`src/rtl/conv_mac_engine_pkg.sv`:
```
// Shared definitions for the convolution MAC engine: default widths,
// controller-side FSM encoding, int8 saturation bounds and the rounding helper.
package conv_mac_engine_pkg;

  localparam int unsigned DEF_DATA_W = 8;
  localparam int unsigned DEF_ACC_W  = 32;
  localparam int unsigned DEF_ADDR_W = 16;

  localparam int SAT_MAX = 127;
  localparam int SAT_MIN = -128;

  typedef enum logic [1:0] {
    ST_IDLE  = 2'd0,
    ST_RUN   = 2'd1,
    ST_FLUSH = 2'd2,
    ST_DONE  = 2'd3
  } state_t;

  // Half-LSB of the post-shift result; zero when no shift is applied.
  function automatic int unsigned round_const(input int unsigned sh);
    if (sh == 0) return 0;
    return 32'd1 << (sh - 1);
  endfunction

endpackage

```
`src/rtl/conv_mac_engine_requant.sv`:
```
// conv_requant: combinational bias-add, round, arithmetic shift and int8
// saturation of a finished accumulator. Optional ReLU clamp under the
// CONV_MAC_RELU_EN macro.
module conv_requant
  import conv_mac_engine_pkg::*;
#(
  parameter int unsigned DATA_W     = DEF_DATA_W,
  parameter int unsigned ACC_W      = DEF_ACC_W,
  parameter int unsigned BIAS_SHIFT = 0,
  parameter int unsigned OUT_SHIFT  = 9
) (
  input  logic signed [ACC_W-1:0]  i_acc,
  input  logic        [DATA_W-1:0] i_bias,
  output logic        [DATA_W-1:0] o_res
);

  // Two guard bits keep the bias and rounding additions from wrapping.
  localparam int unsigned EXT_W = ACC_W + BIAS_SHIFT + 2;
  localparam logic signed [EXT_W-1:0] ROUND = EXT_W'(round_const(OUT_SHIFT));
  localparam logic signed [EXT_W-1:0] HI    = EXT_W'(SAT_MAX);
  localparam logic signed [EXT_W-1:0] LO    = EXT_W'(SAT_MIN);

  logic signed [EXT_W-1:0] w_acc_x;
  logic signed [EXT_W-1:0] w_bias_x;
  logic signed [EXT_W-1:0] w_sum;
  logic signed [EXT_W-1:0] w_shr;
  logic        [DATA_W-1:0] w_sat;

  assign w_acc_x  = {{(EXT_W-ACC_W){i_acc[ACC_W-1]}}, i_acc};
  assign w_bias_x = {{(EXT_W-DATA_W){i_bias[DATA_W-1]}}, i_bias} <<< BIAS_SHIFT;
  assign w_sum    = w_acc_x + w_bias_x + ROUND;
  assign w_shr    = w_sum >>> OUT_SHIFT;

  // Saturate the shifted sum into the signed output range, then optional ReLU.
  always_comb begin
    w_sat = w_shr[DATA_W-1:0];
    if (w_shr > HI) begin
      w_sat = HI[DATA_W-1:0];
    end else if (w_shr < LO) begin
      w_sat = LO[DATA_W-1:0];
    end
`ifdef CONV_MAC_RELU_EN
    if (w_sat[DATA_W-1]) begin
      w_sat = '0;
    end
`else
    w_sat = w_sat;
`endif
  end

  assign o_res = w_sat;

endmodule

```
`src/rtl/conv_mac_engine.sv`:
```
// conv_mac_engine: datapath responder to the convolution controller.
// Issues image/weight/bias reads, multiplies int8 operands into a 32-bit
// accumulator, requantises each closed window and writes it to output memory.
// Build option: CONV_MAC_RELU_EN fuses a ReLU clamp into the write value.
module conv_mac_engine
  import conv_mac_engine_pkg::*;
#(
  parameter int unsigned DATA_W     = DEF_DATA_W,
  parameter int unsigned ACC_W      = DEF_ACC_W,
  parameter int unsigned ADDR_W     = DEF_ADDR_W,
  parameter int unsigned BIAS_SHIFT = 0,
  parameter int unsigned OUT_SHIFT  = 9
) (
  input  logic              clk,
  input  logic              reset,
  input  logic              en_ctrl,
  input  logic              en_read,
  input  logic              en_mac,
  input  logic              en_sat,
  input  logic              en_write,
  input  logic              finish,
  input  logic [ADDR_W-1:0] s_addr,
  input  logic [ADDR_W-1:0] w_addr,
  input  logic [ADDR_W-1:0] b_addr,
  input  logic [ADDR_W-1:0] save_addr,
  output logic              img_rd_en,
  output logic [ADDR_W-1:0] img_rd_addr,
  input  logic [DATA_W-1:0] img_rd_data,
  output logic              wgt_rd_en,
  output logic [ADDR_W-1:0] wgt_rd_addr,
  input  logic [DATA_W-1:0] wgt_rd_data,
  output logic              bias_rd_en,
  output logic [ADDR_W-1:0] bias_rd_addr,
  input  logic [DATA_W-1:0] bias_rd_data,
  output logic              out_we,
  output logic [ADDR_W-1:0] out_addr,
  output logic [DATA_W-1:0] out_data,
  output logic [ADDR_W-1:0] out_count,
  output logic              busy,
  output logic              done
);

  localparam int unsigned PROD_W = 2 * DATA_W;

  state_t                    r_state;
  logic                      r_busy;
  logic                      r_done;
  logic signed [ACC_W-1:0]   r_prod_q;
  logic                      r_prod_v;
  logic signed [ACC_W-1:0]   r_acc;
  logic signed [ACC_W-1:0]   r_acc_fin;
  logic                      r_sat_v;
  logic                      r_wr_pend;
  logic        [DATA_W-1:0]  r_out_data;
  logic        [ADDR_W-1:0]  r_out_addr;
  logic        [ADDR_W-1:0]  r_out_count;

  logic signed [PROD_W-1:0]  w_prod_full;
  logic signed [ACC_W-1:0]   w_prod_x;
  logic        [DATA_W-1:0]  w_res;
  logic                      w_live;
  logic                      w_out_we;
  logic                      w_capture;
  logic                      w_drained;

  assign w_live      = en_ctrl & ~reset;
  assign w_prod_full = $signed(img_rd_data) * $signed(wgt_rd_data);
  assign w_prod_x    = {{(ACC_W-PROD_W){w_prod_full[PROD_W-1]}}, w_prod_full};
  assign w_out_we    = r_wr_pend & w_live;
  assign w_capture   = r_sat_v & en_write;
  // Final write may issue in the same cycle the FSM leaves FLUSH.
  assign w_drained   = ~en_sat & ~r_sat_v & (~r_wr_pend | w_out_we);

  assign img_rd_en    = en_read & w_live;
  assign wgt_rd_en    = en_read & w_live;
  assign img_rd_addr  = s_addr;
  assign wgt_rd_addr  = w_addr;
  assign bias_rd_en   = en_sat & w_live;
  assign bias_rd_addr = b_addr;
  assign out_we       = w_out_we;
  assign out_addr     = r_out_addr;
  assign out_data     = r_out_data;
  assign out_count    = r_out_count;
  assign busy         = r_busy;
  assign done         = r_done;

  conv_requant #(
    .DATA_W     (DATA_W),
    .ACC_W      (ACC_W),
    .BIAS_SHIFT (BIAS_SHIFT),
    .OUT_SHIFT  (OUT_SHIFT)
  ) u_requant (
    .i_acc  (r_acc_fin),
    .i_bias (bias_rd_data),
    .o_res  (w_res)
  );

  // Multiply stage and window accumulator; en_sat hands the total to acc_fin.
  always_ff @(posedge clk) begin
    if (reset) begin
      r_prod_q  <= '0;
      r_prod_v  <= 1'b0;
      r_acc     <= '0;
      r_acc_fin <= '0;
      r_sat_v   <= 1'b0;
    end else if (en_ctrl) begin
      r_prod_v <= en_mac;
      if (en_mac) begin
        r_prod_q <= w_prod_x;
      end
      // A product registered at the close still belongs to the closing window.
      if (en_sat) begin
        r_acc_fin <= r_acc + (r_prod_v ? r_prod_q : '0);
        r_acc     <= '0;
      end else if (r_prod_v) begin
        r_acc <= r_acc + r_prod_q;
      end
      r_sat_v <= en_sat;
    end
  end

  // Requantised result capture, write-pending flag and write counter.
  always_ff @(posedge clk) begin
    if (reset) begin
      r_out_data  <= '0;
      r_out_addr  <= '0;
      r_wr_pend   <= 1'b0;
      r_out_count <= '0;
    end else if (en_ctrl) begin
      if (w_capture) begin
        r_out_data <= w_res;
        r_out_addr <= save_addr;
      end
      r_wr_pend <= w_capture;
      if (r_wr_pend) begin
        r_out_count <= r_out_count + ADDR_W'(1);
      end
    end
  end

  // Run/flush/done sequencing with registered busy and done.
  always_ff @(posedge clk) begin
    if (reset) begin
      r_state <= ST_IDLE;
      r_busy  <= 1'b0;
      r_done  <= 1'b0;
    end else if (en_ctrl) begin
      case (r_state)
        ST_IDLE: begin
          if (finish) begin
            r_state <= ST_DONE;
            r_done  <= 1'b1;
          end else if (en_read || en_sat) begin
            r_state <= ST_RUN;
            r_busy  <= 1'b1;
          end
        end
        ST_RUN: begin
          if (finish) begin
            r_state <= ST_FLUSH;
          end
        end
        ST_FLUSH: begin
          if (w_drained) begin
            r_state <= ST_DONE;
            r_busy  <= 1'b0;
            r_done  <= 1'b1;
          end
        end
        ST_DONE: begin
          r_state <= ST_IDLE;
          r_done  <= 1'b0;
        end
        default: begin
          r_state <= ST_IDLE;
          r_busy  <= 1'b0;
          r_done  <= 1'b0;
        end
      endcase
    end
  end

endmodule

```
`config.mk`:
```
export PLATFORM = sky130hd
export DESIGN_NAME = conv_mac_engine
export DESIGN_NICKNAME = d
export VERILOG_FILES = /design/src/rtl/conv_mac_engine_pkg.sv /design/src/rtl/conv_mac_engine_requant.sv /design/src/rtl/conv_mac_engine.sv
export SDC_FILE = /design/constraint.sdc
export NUM_CORES = 1
export LEC_CHECK = 0
export ABC_CLOCK_PERIOD_IN_PS = 6830
export CAP_MARGIN = 20
export CORE_ASPECT_RATIO = 0.5
export CORE_MARGIN = 2
export CORE_UTILIZATION = 40
export CTS_CLUSTER_DIAMETER = 50
export DETAILED_ROUTE_END_ITERATION = 7
export PLACE_DENSITY_LB_ADDON = 0.12
export SYNTH_ARGS = -nofsm -noshare
export SYNTH_HDL_FRONTEND = slang
export SYNTH_SLANG_ARGS = --single-unit
```
`constraint.sdc`:
```
create_clock -name clk -period 6.83 [get_ports clk]
set_input_delay 1.366 -clock clk [delete_from_list [all_inputs] [get_ports clk]]
set_output_delay 1.366 -clock clk [all_outputs]
set_load 0.02 [all_outputs]
```
==> metrics.md, run 1 <==
| Metric | Value |
|---|---|
| Status | `finished clean` |
| Port bufs | `93` |
| FFs w/ async S/R, synth | `0` |
| Final Hold Vio Count | `0` |
| Inserted Diodes | `0` |
| Number of clock sinks | `around 130` |
| CP startpoint kind | `input pin` |
| Period utilization | `0.893` |
| Largest net degree at the start of global routing | `78` |
| R2R Path Start | `r_prod_v` |
| Post-synthesis compound-gate area fraction | `0.208` |
| Worst VDD drop | `0.177 mV` |
| Worst Hold End | `out_addr[10]` |
| Post-synth EDFFs | `0` |
| Min Tclk post-route | `6.10 ns` |
| Vias in the first global route | `10234` |
| Die H | `129 µm` |
| Area grow syn2layout | `12.0%` |
| Routed via count | `between 10000 and 15000` |
| R2R setup slack | `approximately 2.6 ns` |
| Routed Antenna Nets | `0` |
| Rel. slew slack | `0.386` |
| Post-CTS Hold Buffers | `0` |
| MaxCap Viol Count | `0` |
| Gate Count Post-Synth | `1519` |
| Crit path cell chain | `clkdlybuf4s50_1 -> nand2b_1 -> fa_1 -> fa_1 -> inv_1 -> fa_1 -> inv_1 -> fa_1 -> inv_1 -> ha_1 -> inv_1 -> o21ai_0 -> a21oi_1 -> o21ai_0 -> a21oi_1 -> o21bai_1 -> a2111oi_0 -> nor3_1 -> nor4b_1 -> a211o_1` |
| GRT Total Usage | `0.188` |
| Sum Neg Setup Slack | `0 ns` |
| Crit path kind | `in2reg` |
| Synth area leaders | `dfxtp_1, ha_1, fa_1` |
| Hold path cells | `2` |
| Pwr Total | `2890 µW` |
| Final WS setup | `0.733 ns` |
| Reg2Reg Depth | `14` |
| Max Freq | `0.164 GHz` |
| Hold Path Class | `reg2reg` |
| Synth Area in Simple Gates | `0.192` |
| CP required | `just over 7 ns` |
| CTS Buffer Depth | `2` |
| Power per Cell Area | `207 nW/µm²` |
| Syn_nets | `1830` |
| 1st-pass router iterations | `5` |
| Die X | `254 µm` |
| Antenna violations before repair | `0` |
| Hold Startpoint | `out_addr[10]` |
| Post-route DRC | `0` |
| Top cell type by total area after synthesis | `dfxtp_1` |
| Gr ovfl total | `0` |
| Final WL | `30000 µm` |
| Synth Register Bits | `about 130` |
| Post-Synth XOR/XNOR Area | `0.0639` |
| CTS tree | `built` |
| Most frequent cell after synthesis | `nand2_1` |
| Die footprint | `32700 µm²` |
| Slew Viols, Final | `0` |
| DP Worst Slack | `0.262 ns` |
| Initial DRC Count | `slightly above 300` |
| Final net count | `1852` |
| CTS Buf Count | `17` |
| RSZ-0062 raised after global routing | `false` |
| Worst path max stage delay | `approximately 0.55 ns` |
| Top cell type's share of synthesized area | `0.204` |
| Share of the yosys chip area belonging to registers | `0.204` |
| Slowest CP cell | `fa_1` |
| Final setup violation count | `0` |
| Post-synthesis adder-cell area fraction | `0.250` |
| Main combinational cell family by area after synthesis | `adder cells` |
| I/O pin count | `190` |
| Post-CTS sizing | `0` |
| Starting Density | `0.408` |
| Commonest cells post-synth | `nand2_1, ha_1, a21oi_1` |
| Setup Fix Bufs, Post-CTS | `0` |
| Yosys warnings | `0` |
| Multiplexer area fraction after synthesis | `0.000903` |
| H-tree levels | `4` |
| DP Wirelength | `about 24000 µm` |
| Min Hold Slack | `~0.45 ns` |
| Worst-path clk slew | `0.06 ns` |
| Gpl congestion | `roughly 0.88` |
| Worst Setup End Kind | `register` |
| Critical path arrival | `6.48 ns` |
| Worst-Margin Slew | `0.920 ns` |
| DR WL/cell | `around 15 µm` |
| Clk_skew | `roughly 0.009 ns` |
| Placement row count | `45` |
| Area of the mapped netlist | `12500 µm²` |
| Fin util | `0.458` |
| Post-synth cell types | `85` |
| Vias per cell | `5.28` |
| Synth Area per Inst | `8.21 µm²` |
| Worst R2R End | `r_acc_fin[31]` |
| CTS root buf | `clkbuf_16` |
| Max FO, Critical Path | `8` |
| Most used DFF post-synth | `dfxtp_1` |
| Share of cells above drive strength 1 | `0.0457` |
| First-pass GRT wire length | `50200 µm` |
| Leakage | `roughly 0.0064 µW` |
| Core box area | `30500 µm²` |
| Clock Latency Late Sink | `0.43 ns` |
==> worst max path at each step <==
| stage | to | slack (ns) | cells after the start | from |
|---|---|---|---|---|
| 3_5_place_dp | r_prod_q[15] | 0.26 | 20 | img_rd_data[0] |
| 5_1_grt | r_prod_q[15] | 0.45 | 20 | img_rd_data[0] |
| 2_1_floorplan | r_prod_q[15] | 1.17 | 19 | img_rd_data[0] |
| 3_3_place_gp | r_prod_q[15] | 0.33 | 20 | img_rd_data[0] |
| 6_report | r_prod_q[15] | 0.73 | 20 | img_rd_data[0] |
| 4_1_cts | r_prod_q[15] | 0.73 | 20 | img_rd_data[0] |
==> registers in the layout (all words and copies together), names as in the netlist, 2 cells and up <==
register	flops
out_data	8
r_prod_q	16
r_state	2
r_acc	32
r_acc_fin	32
out_count	16
out_addr	16
==> stage by stage <==
step,instances,area [µm²]
4_1_cts,1977,14000
6_report,1977,14000
5_1_grt,1977,14000
2_1_floorplan,1519,12500
3_5_place_dp,1945,13400
3_3_place_gp,1945,13400
==> critical path, delay by kind of cell <==
kind,cells,cell delay (ns)
AND/OR/NAND/NOR,3,0.61
buffers and inverters,5,0.73
adder cells (fa/ha/maj),5,2.43
AO/OA/AOI/OAI,7,1.33
==> final cells by class <==
class                   count  area, µm²
clock inverters            10        113
well taps                 423        529
inverters                 113        424
repair buffers            100        981
clock buffers              22        454
fillers                  3122      16600
flip-flops and latches    127       2540
multi-input cells        1182       8920
==> kinds of logic (layout without fill, tap and decap cells) <==
group / Yosys count / in the layout
DFF: 127 / 127
buffers and inverters: 210 / 245
xor gates and xnor gates: 91 / 91
adders and majority gates: 215 / 215
AOI/OAI and AO/OA: 392 / 392
muxes: 1 / 1
and+or+nand+nor: 483 / 483
==> routing by layer <==
metal / global-route usage / wire length, µm / up-vias
li1: - / - / 5317
met5: 0 / 0 / -
met3: 0.0356 / 1000 / 43
met1: 0.259 / 15200 / 4954
met2: 0.306 / 13300 / 130
met4: 0.0481 / 434 / 0
==> where the power goes <==
part	leakage, µW	switching, µW	total, µW	internal, µW
sequential	0.00103	58.0	840	782
clock	0.000274	347	892	545
combinational	0.00509	638	1150	516
total	0.00639	1040	2890	1840
==> layout by cell type (no fill, tap or decap), types with 13 or more instances in the layout <==
cell	n
nand2_1	160
ha_1	158
a21oi_1	145
dfxtp_1	127
inv_1	113
nor2_1	96
clkdlybuf4s50_1	92
and2_1	66
fa_1	57
xnor2_1	53
o21ai_0	50
a21o_1	50
xor2_1	38
nand3_1	31
a22oi_1	26
nor3_1	17
clkbuf_16	17
nand2b_1	15
a211oi_1	15
nor2b_1	14
and3_1	14
or3_1	14
nand4_1	13
Power figures use the tool's default switching activity.
==> inputs of run 2 (changes only) <==
--- a/config.mk
+++ b/config.mk
@@ -9,9 +9,10 @@
 export CAP_MARGIN = 20
 export CORE_ASPECT_RATIO = 0.5
 export CORE_MARGIN = 2
-export CORE_UTILIZATION = 40
+export CORE_UTILIZATION = 35
 export CTS_CLUSTER_DIAMETER = 50
 export DETAILED_ROUTE_END_ITERATION = 7
+export GPL_ROUTABILITY_DRIVEN = 0
 export PLACE_DENSITY_LB_ADDON = 0.12
 export SYNTH_ARGS = -nofsm -noshare
 export SYNTH_HDL_FRONTEND = slang
==> run 2 against run 1 <==
  * Critical path depth did not move
  * Largest power group unchanged
  * Largest cell class unchanged
  * Maximum frequency rose by 0.94%
  * Clock-buffer cell count is 1 higher
  * Routed wire length rose by 3.0%
  * Cell area rose by 1.1%
==> metrics.md, run 2 (synthesis gave the netlist of run 1 again) <==
| Metric | Value |
|---|---|
| Status | `finished clean (unchanged)` |
| I/O pin count | `190 (unchanged)` |
| Post-CTS Hold Buffers | `0 (unchanged)` |
| DR WL/cell | `15.2 µm (about the same)` |
| Sum Neg Setup Slack | `0 ns (unchanged)` |
| Inserted Diodes | `0 (unchanged)` |
| Number of clock sinks | `127 (unchanged)` |
| Starting Density | `0.358 (was 0.408)` |
| RSZ-0062 raised after global routing | `false (unchanged)` |
| Largest net degree at the start of global routing | `58 (was 78)` |
| Initial DRC Count | `462 (was 307)` |
| Largest regs | `r_acc: 32 flops, r_acc_fin: 32 flops (unchanged)` |
| Most common cell after layout, fill and taps aside | `nand2_1 (unchanged)` |
| Post-route DRC | `0 (unchanged)` |
| Routed via count | `10437 (was 10444)` |
| Worst-path clk slew | `0.06 ns (about the same)` |
| CP startpoint kind | `input pin (unchanged)` |
| Most frequent cells in the layout | `nand2_1, ha_1, a21oi_1, dfxtp_1, inv_1 (unchanged)` |
| Final WL | `30800 µm (was 30000 µm)` |
| Worst Setup End Kind | `register (unchanged)` |
| Clk_skew | `0.0108 ns (was 0.00897 ns)` |
| Hold Path Class | `reg2reg (unchanged)` |
| Final net count | `1854 (was 1852)` |
| Rel. slew slack | `0.439 (was 0.386)` |
| Die X | `271 µm (was 254 µm)` |
| MaxCap Viol Count | `0 (unchanged)` |
| CP delay by family, top | `adder cells (unchanged)` |
| Core box area | `34800 µm² (was 30500 µm²)` |
| Critical path arrival | `6.42 ns (was 6.48 ns)` |
| Gr ovfl total | `0 (unchanged)` |
| Power per Cell Area | `212 nW/µm² (was 207 nW/µm²)` |
| Post-CTS sizing | `0 (unchanged)` |
| Clock Latency Late Sink | `0.43 ns (about the same)` |
| Leakage | `0.00643 µW (was 0.00639 µW)` |
| GRT Total Usage | `0.166 (was 0.188)` |
| CP required | `7.20 ns (was 7.21 ns)` |
| Min Hold Slack | `0.458 ns (was 0.451 ns)` |
| Antenna violations before repair | `0 (unchanged)` |
| Min Tclk post-route | `6.04 ns (was 6.10 ns)` |
| CTS Buffer Depth | `2 (unchanged)` |
| Setup Fix Bufs, Post-CTS | `0 (unchanged)` |
| Area grow syn2layout | `13.2% (was 12.0%)` |
| Die footprint | `37200 µm² (was 32700 µm²)` |
| Vias in the first global route | `10290 (was 10234)` |
| Die H | `137 µm (was 129 µm)` |
| CTS tree | `built (unchanged)` |
| Worst VDD drop | `0.125 mV (was 0.177 mV)` |
| Placement row count | `48 (was 45)` |
| Slew Viols, Final | `0 (unchanged)` |
| Max FO, Critical Path | `8 (unchanged)` |
| Period utilization | `0.884 (was 0.893)` |
| H-tree levels | `4 (unchanged)` |
| Final setup violation count | `0 (unchanged)` |
| Final Hold Vio Count | `0 (unchanged)` |
| 1st-pass router iterations | `5 (unchanged)` |
| Crit path cell chain | `clkdlybuf4s50_1 -> nand2b_1 -> fa_1 -> fa_1 -> inv_1 -> fa_1 -> inv_1 -> fa_1 -> inv_1 -> ha_1 -> inv_1 -> o21ai_0 -> a21oi_1 -> o21ai_0 -> a21oi_1 -> o21bai_1 -> a2111oi_0 -> nor3_1 -> nor4b_1 -> a211o_1 (unchanged)` |
| Vias per cell | `5.14 (was 5.28)` |
| Slowest CP cell | `fa_1 (unchanged)` |
| Worst-Margin Slew | `0.840 ns (was 0.920 ns)` |
| Share of cells above drive strength 1 | `0.0476 (was 0.0457)` |
| CTS Buf Count | `17 (unchanged)` |
| DP Wirelength | `24600 µm (was 24000 µm)` |
| Filler instances | `3513 (was 3122)` |
| First-pass GRT wire length | `51000 µm (was 50200 µm)` |
| Max Freq | `0.166 GHz (was 0.164 GHz)` |
| Port bufs | `93 (unchanged)` |
| Crit path kind | `in2reg (unchanged)` |
| CTS root buf | `clkbuf_16 (unchanged)` |
| Buf/Inv on CP | `5 (unchanged)` |
| Routed Antenna Nets | `0 (unchanged)` |
| Worst path max stage delay | `0.54 ns (was 0.55 ns)` |
==> run 2: cell count changes in the layout (fill, tap and decap cells not counted), moves of 2 or more <==
cell,delta
clkinv_2,-3
bufinv_16,+2
buf_4,+2
clkbuf_8,+2
==> run 2: stage by stage <==
step | instance area [µm²] | power, µW | util | instances | worst slack (ns)
finish | 14100 | 2990 | 0.406 | 2031 | 0.790
global route | 14100 | 3240 | 0.406 | 2031 | 0.421
CTS | 14100 | 3040 | 0.406 | 2031 | 0.768
detailed placement | 13500 | 2030 | 0.388 | 1999 | 0.315
global placement | 13500 | 2010 | 0.388 | 1999 | 0.347
floorplan | 12500 | 1800 | - | 1519 | 1.17
==> run 2: layout make-up <==
type / instances / area [µm²] / share of cell area
Clock inverter: 9 / 156 / 0.0111
Timing Repair Buffer: 102 / 996 / 0.0706
Inverter: 113 / 424 / 0.0301
Sequential cell: 127 / 2540 / 0.180
Multi-Input combinational cell: 1182 / 8920 / 0.632
Clock buffer: 23 / 478 / 0.0339
Tap cell: 475 / 594 / 0.0421
==> run 2: worst paths after layout <==
| kind | startpoint | endpoint | slack [ns] | depth (start not counted) |
|---|---|---|---|---|
| setup reg to reg | r_prod_v | r_acc_fin[31] | 2.68 | 14 |
| hold / removal | out_addr[9] | out_addr[9] | 0.46 | 2 |
| setup / recovery | img_rd_data[0] | r_prod_q[15] | 0.79 | 20 |
| hold reg to reg | out_addr[9] | out_addr[9] | 0.46 | 2 |
==> run 2: worst reg2reg max path, stage by stage, from the launching register on <==
cell       delay, ns
dfxtp_1         0.72
nand2_1         0.19
inv_1           0.09
ha_1            0.24
a211oi_1        0.31
o21ai_1         0.19
a2111oi_2       0.41
nor3_1          0.15
o21bai_1        0.34
o211ai_1        0.16
a31oi_1         0.48
o21ai_1         0.17
a221oi_1        0.35
xnor2_1         0.17
o21ai_1         0.07
==> run 2: power by group <==
part | internal (µW) | switching, µW | leakage, µW
sequential | 782 | 37.9 | 0.00103
combinational | 520 | 664 | 0.00510
clock | 640 | 351 | 0.000300
total | 1940 | 1050 | 0.00643
==> run 2: routing by layer <==
layer	up-vias	wire length, µm	GRT usage
met5	-	0	0
met4	0	283	0.0344
met3	26	880	0.0336
met2	153	13600	0.263
met1	4947	16100	0.234
li1	5311	-	-
